<file path="src/rtl/vga_scan_scaler.sv">
// VGA raster generator with registered sync/blank decodes and a sprite ROM
// address scaled from the screen raster to a smaller source image.
module vga_scan_scaler #(
    parameter int H_ACTIVE = 640,
    parameter int H_FP     = 16,
    parameter int H_SYNC   = 96,
    parameter int H_BP     = 48,
    parameter int V_ACTIVE = 480,
    parameter int V_FP     = 10,
    parameter int V_SYNC   = 2,
    parameter int V_BP     = 33,
    parameter int SRC_W    = 320,
    parameter int SRC_H    = 240,
    parameter int ADDR_W   = 17
) (
    input  logic              vga_clk,
    input  logic              reset,
    output logic [9:0]        DrawX,
    output logic [9:0]        DrawY,
    output logic              hs,
    output logic              vs,
    output logic              blank,
    output logic              frame_start,
    output logic              line_start,
    output logic [ADDR_W-1:0] rom_address
);

    localparam int H_TOTAL = H_ACTIVE + H_FP + H_SYNC + H_BP;
    localparam int V_TOTAL = V_ACTIVE + V_FP + V_SYNC + V_BP;

    localparam logic [9:0] H_LAST = 10'(H_TOTAL - 1);
    localparam logic [9:0] V_LAST = 10'(V_TOTAL - 1);
    localparam logic [9:0] H_ACT  = 10'(H_ACTIVE);
    localparam logic [9:0] V_ACT  = 10'(V_ACTIVE);
    localparam logic [9:0] HS_BEG = 10'(H_ACTIVE + H_FP);
    localparam logic [9:0] HS_END = 10'(H_ACTIVE + H_FP + H_SYNC);
    localparam logic [9:0] VS_BEG = 10'(V_ACTIVE + V_FP);
    localparam logic [9:0] VS_END = 10'(V_ACTIVE + V_FP + V_SYNC);

    // Accumulators hold up to ACTIVE+SRC-1 before the conditional subtract.
    localparam int XA_W = $clog2(H_ACTIVE + SRC_W);
    localparam int YA_W = $clog2(V_ACTIVE + SRC_H);
    localparam int XS_W = $clog2(SRC_W + 1);

    localparam logic [XA_W-1:0]   X_STEP   = XA_W'(SRC_W);
    localparam logic [XA_W-1:0]   X_MOD    = XA_W'(H_ACTIVE);
    localparam logic [YA_W-1:0]   Y_STEP   = YA_W'(SRC_H);
    localparam logic [YA_W-1:0]   Y_MOD    = YA_W'(V_ACTIVE);
    localparam logic [ADDR_W-1:0] ROW_STEP = ADDR_W'(SRC_W);

    logic [9:0]        hc_q, hc_d;
    logic [9:0]        vc_q, vc_d;
    logic [XA_W-1:0]   x_acc_q, x_acc_d, x_sum;
    logic [XS_W-1:0]   x_src_q, x_src_d;
    logic [YA_W-1:0]   y_acc_q, y_acc_d, y_sum;
    logic [ADDR_W-1:0] row_base_q, row_base_d;
    logic              hs_q, hs_d;
    logic              vs_q, vs_d;
    logic              blank_q, blank_d;
    logic              fs_q, fs_d;
    logic              ls_q, ls_d;
    logic [ADDR_W-1:0] rom_q, rom_d;
    logic              h_wrap;

    // Raster counters
    always_comb begin
        h_wrap = (hc_q == H_LAST);
        hc_d   = hc_q + 10'd1;
        vc_d   = vc_q;
        if (h_wrap) begin
            hc_d = '0;
            vc_d = (vc_q == V_LAST) ? '0 : vc_q + 10'd1;
        end
    end

    // Horizontal scaler: steps only on visible columns, cleared at line start.
    always_comb begin
        x_acc_d = x_acc_q;
        x_src_d = x_src_q;
        x_sum   = x_acc_q + X_STEP;
        if (h_wrap) begin
            x_acc_d = '0;
            x_src_d = '0;
        end else if (hc_d < H_ACT) begin
            if (x_sum >= X_MOD) begin
                x_acc_d = x_sum - X_MOD;
                x_src_d = x_src_q + 1'b1;
            end else begin
                x_acc_d = x_sum;
            end
        end
    end

    // Vertical scaler: advances once per line, row_base carries the SRC_W stride.
    always_comb begin
        y_acc_d    = y_acc_q;
        row_base_d = row_base_q;
        y_sum      = y_acc_q + Y_STEP;
        if (h_wrap) begin
            if (vc_d == '0) begin
                y_acc_d    = '0;
                row_base_d = '0;
            end else if (vc_d < V_ACT) begin
                if (y_sum >= Y_MOD) begin
                    y_acc_d    = y_sum - Y_MOD;
                    row_base_d = row_base_q + ROW_STEP;
                end else begin
                    y_acc_d = y_sum;
                end
            end
        end
    end

    // Decodes use next-state coordinates so registered outputs align with DrawX/DrawY.
    always_comb begin
        blank_d = (hc_d < H_ACT) && (vc_d < V_ACT);
        hs_d    = !((hc_d >= HS_BEG) && (hc_d < HS_END));
        vs_d    = !((vc_d >= VS_BEG) && (vc_d < VS_END));
        ls_d    = (hc_d == '0);
        fs_d    = (hc_d == '0) && (vc_d == '0);
        rom_d   = blank_d ? (row_base_d + ADDR_W'(x_src_d)) : '0;
    end

    always_ff @(posedge vga_clk) begin
        if (reset) begin
            hc_q       <= H_LAST;
            vc_q       <= V_LAST;
            x_acc_q    <= '0;
            x_src_q    <= '0;
            y_acc_q    <= '0;
            row_base_q <= '0;
            hs_q       <= 1'b1;
            vs_q       <= 1'b1;
            blank_q    <= 1'b0;
            fs_q       <= 1'b0;
            ls_q       <= 1'b0;
            rom_q      <= '0;
        end else begin
            hc_q       <= hc_d;
            vc_q       <= vc_d;
            x_acc_q    <= x_acc_d;
            x_src_q    <= x_src_d;
            y_acc_q    <= y_acc_d;
            row_base_q <= row_base_d;
            hs_q       <= hs_d;
            vs_q       <= vs_d;
            blank_q    <= blank_d;
            fs_q       <= fs_d;
            ls_q       <= ls_d;
            rom_q      <= rom_d;
        end
    end

    assign DrawX       = hc_q;
    assign DrawY       = vc_q;
    assign hs          = hs_q;
    assign vs          = vs_q;
    assign blank       = blank_q;
    assign frame_start = fs_q;
    assign line_start  = ls_q;
    assign rom_address = rom_q;

endmodule

</file>
<file path="config.mk">
export PLATFORM = sky130hd
export DESIGN_NAME = vga_scan_scaler
export DESIGN_NICKNAME = d
export VERILOG_FILES = /design/src/rtl/vga_scan_scaler.sv
export SDC_FILE = /design/constraint.sdc
export NUM_CORES = 1
export LEC_CHECK = 0
export CORE_MARGIN = 5
export CORE_UTILIZATION = 25
export DETAILED_ROUTE_END_ITERATION = 16
export SYNTH_ARGS = -nofsm -noshare
export SYNTH_HDL_FRONTEND = slang
export SYNTH_SLANG_ARGS = --single-unit
</file>
<file path="constraint.sdc">
create_clock -name vga_clk -period 8.6 [get_ports vga_clk]
set_input_delay 1.29 -clock vga_clk [delete_from_list [all_inputs] [get_ports vga_clk]]
set_output_delay 1.29 -clock vga_clk [all_outputs]
set_load 0.02 [all_outputs]
</file>
## After elaboration in Yosys (flattened, before gate mapping)

Index checks and enable logic that the tools add are counted.

- Logic and storage cells: 58
- Flip-flop bits (word level): 88

- Eq/ne operators: 2
- Reduce and logical (&&, ||, !) cells: 12
- Bitwise operators: 1
- Magnitude comparators: 8
- Add/subtract/negate cells: 9
- Mux-type cells: 14

Operators by type and width:

| cell | number |
|---|---|
| $mux 10 | 7 |
| $mux 17 | 4 |
| $mux 9 | 3 |
| $add 10x1->10 const B | 2 |
| $eq 10x10->1 const B | 2 |
| $ge 10x10->1 const B | 2 |
| $ge 10x9->1 const B | 2 |
| $logic_not 10->1 | 2 |
| $lt 10x10->1 const B | 2 |
| $lt 10x9->1 const B | 2 |
| $add 17x9->17 | 1 |
| $add 17x9->17 const B | 1 |
| $add 10x8->10 const B | 1 |
| $add 10x9->10 const B | 1 |
| $sub 10x10->10 const B | 1 |
| $sub 10x9->10 const B | 1 |
| $add 9x1->9 const B | 1 |
| $logic_and 1x1->1 | 4 |
| $reduce_or 2->1 | 2 |
| $logic_not 1->1 | 2 |
| $reduce_and 2->1 | 1 |
| $reduce_bool 2->1 | 1 |
| $not 1->1 | 1 |

## Depth between registers and ports, before layout

Gate-level depths: netlist of the first run.

- Depth after elaboration: 8
- Mapped depth: 22

## Least setup slack after synthesis of the first run

No wires, ideal clock.

- Kind: register -> register
- Start point: register hc_q[0] (netlist: DrawX[0])
- End point: register rom_q[12] (netlist: rom_address[12])
- Clock period less this slack: 4.547 ns
- Setup time: 0.128 ns
- Arrival time: 4.419 ns
- Path slack: 4.053 ns
- Buffers on the path: 2
- Stages on the path, launching flop included: 22
- Required time: 8.472 ns
- Cells stage by stage: dfxtp_1 > ha_1 > and4_1 > buf_6 > and3_1 > clkbuf_1 > a41oi_1 > o31ai_1 > nor4b_4 > nand2_1 > and2_1 > ha_1 > fa_1 > a21oi_1 > o21bai_1 > a21o_1 > a21oi_1 > nor2_1 > o31a_1 > o21ai_1 > xor2_1 > nor2_1

- Cells in the longest elaborated chain, start to end: 7
- Elaborated cells on any way between the ends: 16

Ends and longest elaborated chain:

| item | RTL line | RTL |
|---|---|---|
| start, declared | 51 | `logic [9:0] hc_q, hc_d;` |
| start signal, assigned | 126 | `hc_q <= H_LAST;` |
| start signal, assigned | 139 | `hc_q <= hc_d;` |
| $eq 10x10->1 (*) | 67 | `h_wrap = (hc_q == H_LAST);` |
| $mux 10 | 70 | `if (h_wrap) begin` |
| $lt 10x9->1 | 103 | `end else if (vc_d < V_ACT) begin` |
| $mux 17 | 103 |  |
| $mux 17 | 100 | `if (vc_d == '0) begin` |
| $mux 17 (*) | 99 | `if (h_wrap) begin` |
| via row_base_d[0] | 56 | `logic [ADDR_W-1:0] row_base_q, row_base_d;` |
| $add 17x9->17 (*) | 121 | `rom_d = blank_d ? (row_base_d + ADDR_W'(x_src_d)) : '0;` |
| end signal, assigned | 150 | `rom_q <= rom_d;` |
| end, declared | 62 | `logic [ADDR_W-1:0] rom_q, rom_d;` |

Mark *: on every way through the listed nets, which the timed path passes. The rest lies on a longest branch.
A chain may end at the register's enable or synchronous reset.

## Worst setup path in the final report of the first run

Same ends and word-level chain as after synthesis.

==> run summary, run 1 <==
==========================================================================================
Run status .................................................................. complete, no violations
Initial antenna violation count .............................................            0
Depth of the worst register-to-register path ................................           20
Number of buffers on the longest clock path .................................            2
Overall die area ............................................................  20,020 um^2
Layout overhead on the synthesized area .....................................       21.79%
Hold violation count in the final report ....................................            0
H-Tree Level Count ..........................................................            3
Routed vias/inst ............................................................        4.631
Number of buffers added by the clock tree synthesis step ....................            9
Min-delay src ...............................................................   x_acc_q[8]
Initial standard-cell utilization of the core ...............................       25.26%
WP data arrival .............................................................      5580 ps
Global placement routability congestion .....................................       0.8056
Setup slack of the worst register-to-register path ..........................      3220 ps
Endpoint of the lowest-slack register-to-register path ...................... rom_address[12]
Crit path required time .....................................................      8800 ps
Least-Margin Pin Slew .......................................................     736.5 ps
Series of cell instances along the critical path ............................ ha_1 > and4_1 > and3_1 > buf_4 > a41oi_1 > o31ai_1 > nor4b_4 > nand2_1 > and2_1 > ha_1 > fa_1 > a21oi_1 > o21bai_1 > a21o_1 > a21oi_1 > nor2_1 > o31a_1 > o21ai_1 > xor2_1 > nor2_1
Number of storage elements in the synthesis netlist .........................           78
Hold_ws .....................................................................     498.1 ps
Leak pwr ....................................................................     1.936 nW
HPWL after detailed placement ...............................................      7425 um
Most frequent cell after synthesis ..........................................      dfxtp_1
Number of cells produced by synthesis .......................................          509
Overall via count from detail_route .........................................        3,575
PnR Total Power .............................................................     1.414 mW
Highest achievable clock rate ...............................................   0.1859 GHz
Yosys Warn Count ............................................................            0
Routed wire length per instance .............................................     13.46 um
Post-Synthesis Cell Area ....................................................    4323 um^2
Yosys cell types ............................................................           64
Origin of the worst setup path ..............................................     DrawX[0]
Clock edge transition at the registers on the reported setup and hold paths .        60 ps
Clock tree sinks ............................................................           78
I/O pin count ...............................................................           44
Global route overflow .......................................................            0
Layout net count ............................................................          566
Power Density ............................................................... 268.6 nW/um^2
Number of post-CTS setup repair buffers .....................................            0
Fillcell total ..............................................................        1,814
Post-synth top area share ...................................................       36.12%
Setup tns final .............................................................         0 ps
Worst Hold Path EP ..........................................................   x_acc_q[8]
Cts repair resizes ..........................................................            0
Hold-fix buffers, CTS .......................................................            0
Type of the tightest min-delay check ........................................   reg -> reg
Max_slew headroom ...........................................................       50.90%
RSZ-0062 raised after global routing ........................................           no
Leading post-synthesis cells by cell area ................................... dfxtp_1, ha_1, nor2_1
Mean post-synth cell area ...................................................   8.493 um^2
Critical path's slowest cell ................................................      nor4b_4
Period Utilization, post-route ..............................................       62.55%
DR pass1 iterations .........................................................            5
DIE HEIGHT ..................................................................     141.5 um
Std-Cell Rows ...............................................................           48
Clock latency reported for the late side of the worst-skew pair .............       340 ps
Number of flops mapped to enable cells by yosys .............................            0
Global Route Usage Sum ......................................................       10.93%
Die outline width ...........................................................     141.5 um
Fraction of synthesis flops using an asynchronous set or reset pin ..........           0%
Critical R2R Launch .........................................................     DrawX[0]
Count of buffer and inverter cells on the critical path .....................            1
Antenna cells ...............................................................            0
Kind of capture point of the worst setup path ...............................    flip-flop
Final Max Tran Viols ........................................................            0
Kind of launch point of the worst setup path ................................    flip-flop
Mapped Nets .................................................................          533
First-pass GRT wire length ..................................................    17,750 um
Drt total wl ................................................................    10,390 um
Worst clock skew on the final layout ........................................     6.719 ps
Sequential element share of the synthesized area ............................       36.12%
Clock period minus worst slack ..............................................      5380 ps
Cell class contributing the biggest share of worst-path delay ............... simple AND/OR/NAND/NOR gates
Final ANT Viol Nets .........................................................            0
Initial DRC count ...........................................................          287
Peak supply drop ............................................................   0.09973 mV
Peak fanout along the critical path .........................................           25
Layout cell share with drive strength beyond 1 ..............................       6.033%
DRC violations left .........................................................            0
Top cell types by occurrence after synthesis ................................ dfxtp_1, nor2_1, nand2_1
Most area-hungry cell type in the Yosys netlist .............................      dfxtp_1
Max Cap Violations ..........................................................            0
Post-Route Utilization ......................................................       30.76%
Vias in the first global route ..............................................        3,459
Core Footprint ..............................................................  17,120 um^2
Number of input and output port buffers inserted ............................           43
Largest net degree at the start of global routing ...........................           48
Maximum cell stage delay along the critical path ............................       520 ps
Hold depth ..................................................................            2
Setup violators final .......................................................            0
Root Buffer Master ..........................................................    clkbuf_16
Clock tree from TritonCTS ...................................................        built
Top flip-flop cell by instance count after synthesis ........................      dfxtp_1
Crit path kind ..............................................................   reg -> reg
==========================================================================================
==> registers in the layout, indices dropped and copies added (netlist names) <==
signal / cells
vs: 1
blank: 1
line_start: 1
x_acc_q: 4
DrawX: 10
frame_start: 1
x_src_q: 9
row_base_q: 17
DrawY: 10
hs: 1
y_acc_q: 6
rom_address: 17
==> cell type report <==
class                           count  area (um^2)  share of cell area, %
Tap cell                          225        281.5                  5.347
Clock buffer                       12        246.5                  4.682
Sequential cell                    78         1562                  29.66
Clock inverter                      4        70.07                  1.331
Timing Repair Buffer               45        445.4                  8.460
Inverter                           17        63.81                  1.212
Multi-Input combinational cell    391         2596                  49.31
==> report_power, final <==
part | total (mW) | switching [mW] | internal [mW]
combinational | 0.542 | 0.326 | 0.216
clock | 0.410 | 0.149 | 0.261
sequential | 0.462 | 0.0609 | 0.401
total | 1.41 | 0.536 | 0.878
==> stage by stage <==
step | area (um^2) | worst slack, ps | std cells
2_1_floorplan | 4323 | 4053 | 509
3_3_place_gp | 4949 | 3427 | 756
3_5_place_dp | 4949 | 3266 | 756
4_1_cts | 5265 | 3236 | 772
5_1_grt | 5265 | 2837 | 772
6_report | 5265 | 3220 | 772
==> tightest hold or removal path: stages, from the launching register on <==
cell and delay, ps:
dfxtp_1 330, inv_1 60, a211oi_1 50
==> how the worst max path moves through the flow <==
stage	endpoint	slack [ps]	cells past startpoint
after floorplan	rom_address[12]	4050	21
after global placement	rom_address[12]	3430	20
after detailed placement	rom_address[12]	3270	20
final	rom_address[12]	3220	20
after CTS	rom_address[12]	3240	20
after global routing	rom_address[12]	2840	20
==> placed cells by master, fill, tap and decap left out, types with 4 or more instances in the layout <==
cell type / netlist / final
nor2b_1: 8 / 8
and4_1: 4 / 4
xnor2_1: 25 / 25
clkbuf_16: 0 / 9
mux2i_1: 7 / 7
or2_2: 5 / 5
clkdlybuf4s50_1: 0 / 43
nand4_1: 11 / 11
dfxtp_1: 78 / 78
a211oi_1: 6 / 6
o31ai_1: 4 / 4
o21a_1: 4 / 4
o21ai_0: 12 / 12
nand3_1: 12 / 12
nand2_1: 32 / 32
nand2b_1: 8 / 8
inv_1: 17 / 17
or4_1: 4 / 4
a21oi_1: 27 / 27
and3_1: 7 / 7
nor3b_1: 6 / 6
o31a_1: 4 / 4
xor2_1: 17 / 17
nor2_1: 70 / 70
a21o_1: 4 / 4
nor3_1: 20 / 20
or3_1: 4 / 4
and2_1: 14 / 14
ha_1: 21 / 21
==> per-layer routing <==
metal / routed length [um] / vias to the layer above / track usage [%]
li1: - / 1862 / -
met1: 5353 / 1620 / 15.50
met2: 4359 / 83 / 15.80
met3: 560 / 10 / 3.438
met4: 119 / 0 / 3.384
met5: 0 / - / 0
==> logic make-up (layout without fill, tap and decap cells) <==
logic type	count (synthesis)	in the layout	share of synthesized area, %
AO/OA/AOI/OAI	95	95	15.20
adder cells (fa/ha/maj)	22	22	6.541
XOR/XNOR	42	42	8.509
multiplexers	7	7	1.621
flip-flops	78	78	36.12
AND/OR/NAND/NOR	225	225	28.19
buffers and inverters	40	78	3.820
Note: power is estimated with default switching activity, not from simulation.
==> run 2, diff against run 1 <==
clock period = 5.1 ns   (was 8.6 ns; I/O delays follow)
==> run 2 against run 1 <==
Against the previous run:
- clock-buffer cell count rose by 1
- first-iteration DRC count is 10% lower
- clock skew rose by 2.5 ps
- setup slack got worse by 2800 ps
==> run summary, run 2 (synthesis results as in run 1) <==
==========================================================================================
Run status .................................................................. complete, no violations
WP data arrival .............................................................      4860 ps
Initial DRC count ...........................................................          257
Global Route Usage Sum ......................................................       11.14%
HPWL after detailed placement ...............................................      7793 um
Maximum cell stage delay along the critical path ............................       430 ps
Antenna cells ...............................................................            0
Origin of the worst setup path ..............................................     DrawX[1]
Std-Cell Rows ...............................................................           48
Final Cell Area .............................................................    5425 um^2
Clock edge transition at the registers on the reported setup and hold paths .        60 ps
Min-delay src ...............................................................   x_acc_q[8]
Series of cell instances along the critical path ............................ ha_1 > and4_2 > and4_1 > xnor2_1 > nand4_1 > nor4b_4 > nand2_2 > and2_1 > ha_1 > fa_1 > a21oi_1 > o21bai_1 > a21o_1 > a21oi_1 > nor2_1 > o31a_1 > o21ai_1 > xor2_1 > nor2_1
Clock latency reported for the late side of the worst-skew pair .............       340 ps
Hold_ws .....................................................................     485.0 ps
Count of buffer and inverter cells on the critical path .....................            0
Layout cell share with drive strength beyond 1 ..............................       9.253%
Setup violators final .......................................................            0
First-pass GRT wire length ..................................................    17,950 um
Crit path required time .....................................................      5310 ps
DRC violations left .........................................................            0
Type of the tightest min-delay check ........................................   reg -> reg
RSZ-0062 raised after global routing ........................................           no
PnR Total Power .............................................................     2.534 mW
Overall die area ............................................................  20,020 um^2
Worst clock skew on the final layout ........................................     9.248 ps
Drt total wl ................................................................    10,680 um
DIE HEIGHT ..................................................................     141.5 um
Number of buffers on the longest clock path .................................            2
Instance count on the critical path .........................................           19
Cell class contributing the biggest share of worst-path delay ............... simple AND/OR/NAND/NOR gates
Peak supply drop ............................................................    0.1850 mV
Hold violation count in the final report ....................................            0
Uppermost layer routed ......................................................         met4
I/O pin count ...............................................................           44
Met1 Routed Length ..........................................................      5187 um
Final Max Tran Viols ........................................................            0
Kind of launch point of the worst setup path ................................    flip-flop
Placed standard-cell area ...................................................    5039 um^2
Overall via count from detail_route .........................................        3,705
DR pass1 iterations .........................................................            5
Hold depth ..................................................................            2
Core Footprint ..............................................................  17,120 um^2
Peak fanout along the critical path .........................................           10
Number of input and output port buffers inserted ............................           43
Most common cell after layout, fill and taps aside ..........................      dfxtp_1
Highest achievable clock rate ...............................................   0.2149 GHz
Max Cap Violations ..........................................................            0
Crit path kind ..............................................................   reg -> reg
Power Density ............................................................... 467.2 nW/um^2
Routed vias/inst ............................................................        4.708
H-Tree Level Count ..........................................................            3
Least-Margin Pin Slew .......................................................     729.0 ps
Global placement routability congestion .....................................       0.8405
Commonest cells after routing, fill and taps aside .......................... dfxtp_1, nor2_1, clkdlybuf4s50_1
Layout overhead on the synthesized area .....................................       25.50%
Kind of capture point of the worst setup path ...............................    flip-flop
Period Utilization, post-route ..............................................       91.25%
Clock tree sinks ............................................................           78
Routed wire length on met2 ..................................................      4747 um
Clock period minus worst slack ..............................................      4654 ps
Die outline width ...........................................................     141.5 um
Leak pwr ....................................................................     2.025 nW
Depth of the worst register-to-register path ................................           19
Layout net count ............................................................          581
Initial antenna violation count .............................................            0
Clock tree from TritonCTS ...................................................        built
Root Buffer Master ..........................................................    clkbuf_16
Max_slew headroom ...........................................................       51.40%
Routed length on met3 .......................................................       668 um
Post-Route Utilization ......................................................       31.70%
Global route overflow .......................................................            0
Routed wire length per instance .............................................     13.57 um
Critical path's slowest cell ................................................      nor4b_4
Largest net degree at the start of global routing ...........................           48
Initial standard-cell utilization of the core ...............................       25.26%
Hold-fix buffers, CTS .......................................................            0
Final ANT Viol Nets .........................................................            0
Vias in the first global route ..............................................        3,580
Critical R2R Launch .........................................................     DrawX[1]
Setup tns final .............................................................         0 ps
Number of buffers added by the clock tree synthesis step ....................            9
==========================================================================================
[run 2: report_power, final]
group          total (mW)  switching, mW  internal, mW
clock               0.754          0.249         0.505
combinational        1.03          0.602         0.426
sequential          0.752         0.0765         0.676
[run 2: per-stage QoR]
step           cells  setup slack (ps)
2_1_floorplan    509             553.1
3_3_place_gp     768             310.9
3_5_place_dp     768             71.82
4_1_cts          784             101.9
5_1_grt          787             35.23
6_report         787             446.1
[run 2: cell type report]
cell class,count,area [um^2]
inverter,17,63.81
tap,225,281.5
clock buffer,13,260.3
timing repair buffer,60,558.0
clock inverter,3,90.09
sequential,78,1562
fill,1794,11690
multi-input combinational,391,2610
[run 2: worst paths after layout]
| check | end | slack (ps) |
|---|---|---|
| max | rom_address[12] | 450 |
| min | x_acc_q[8] | 490 |
| max reg2reg | rom_address[12] | 450 |
| min reg2reg | x_acc_q[8] | 490 |
[run 2: layer usage]
layer	vias up	global-route usage (%)
li1	1901	-
met3	6	3.674
met5	-	0
met4	0	2.929
met2	94	17.01
met1	1704	15.17
[run 2: repair_timing]
| action | in CTS | in global routing |
|---|---|---|
| resized for setup | 0 | 4 |
| setup buffers | 0 | 3 |
| setup endpoints to repair | 0 | 9 |
[run 2: worst reg2reg max path: stages (launching register included)]
cell	delay (ps)
dfxtp_1	390
ha_1	250
and4_2	340
and4_1	310
xnor2_1	170
nand4_1	200
nor4b_4	430
nand2_2	180
and2_1	210
ha_1	200
fa_1	410
a21oi_1	150
o21bai_1	110
a21o_1	190
a21oi_1	160
nor2_1	90
o31a_1	280
o21ai_1	240
xor2_1	180
nor2_1	50
==> run 3, diff against run 2 <==
CAP_MARGIN = 25   (was default)
==> results of run 3 <==
The final DEF is identical to that of run 2; final timing and power are the same.
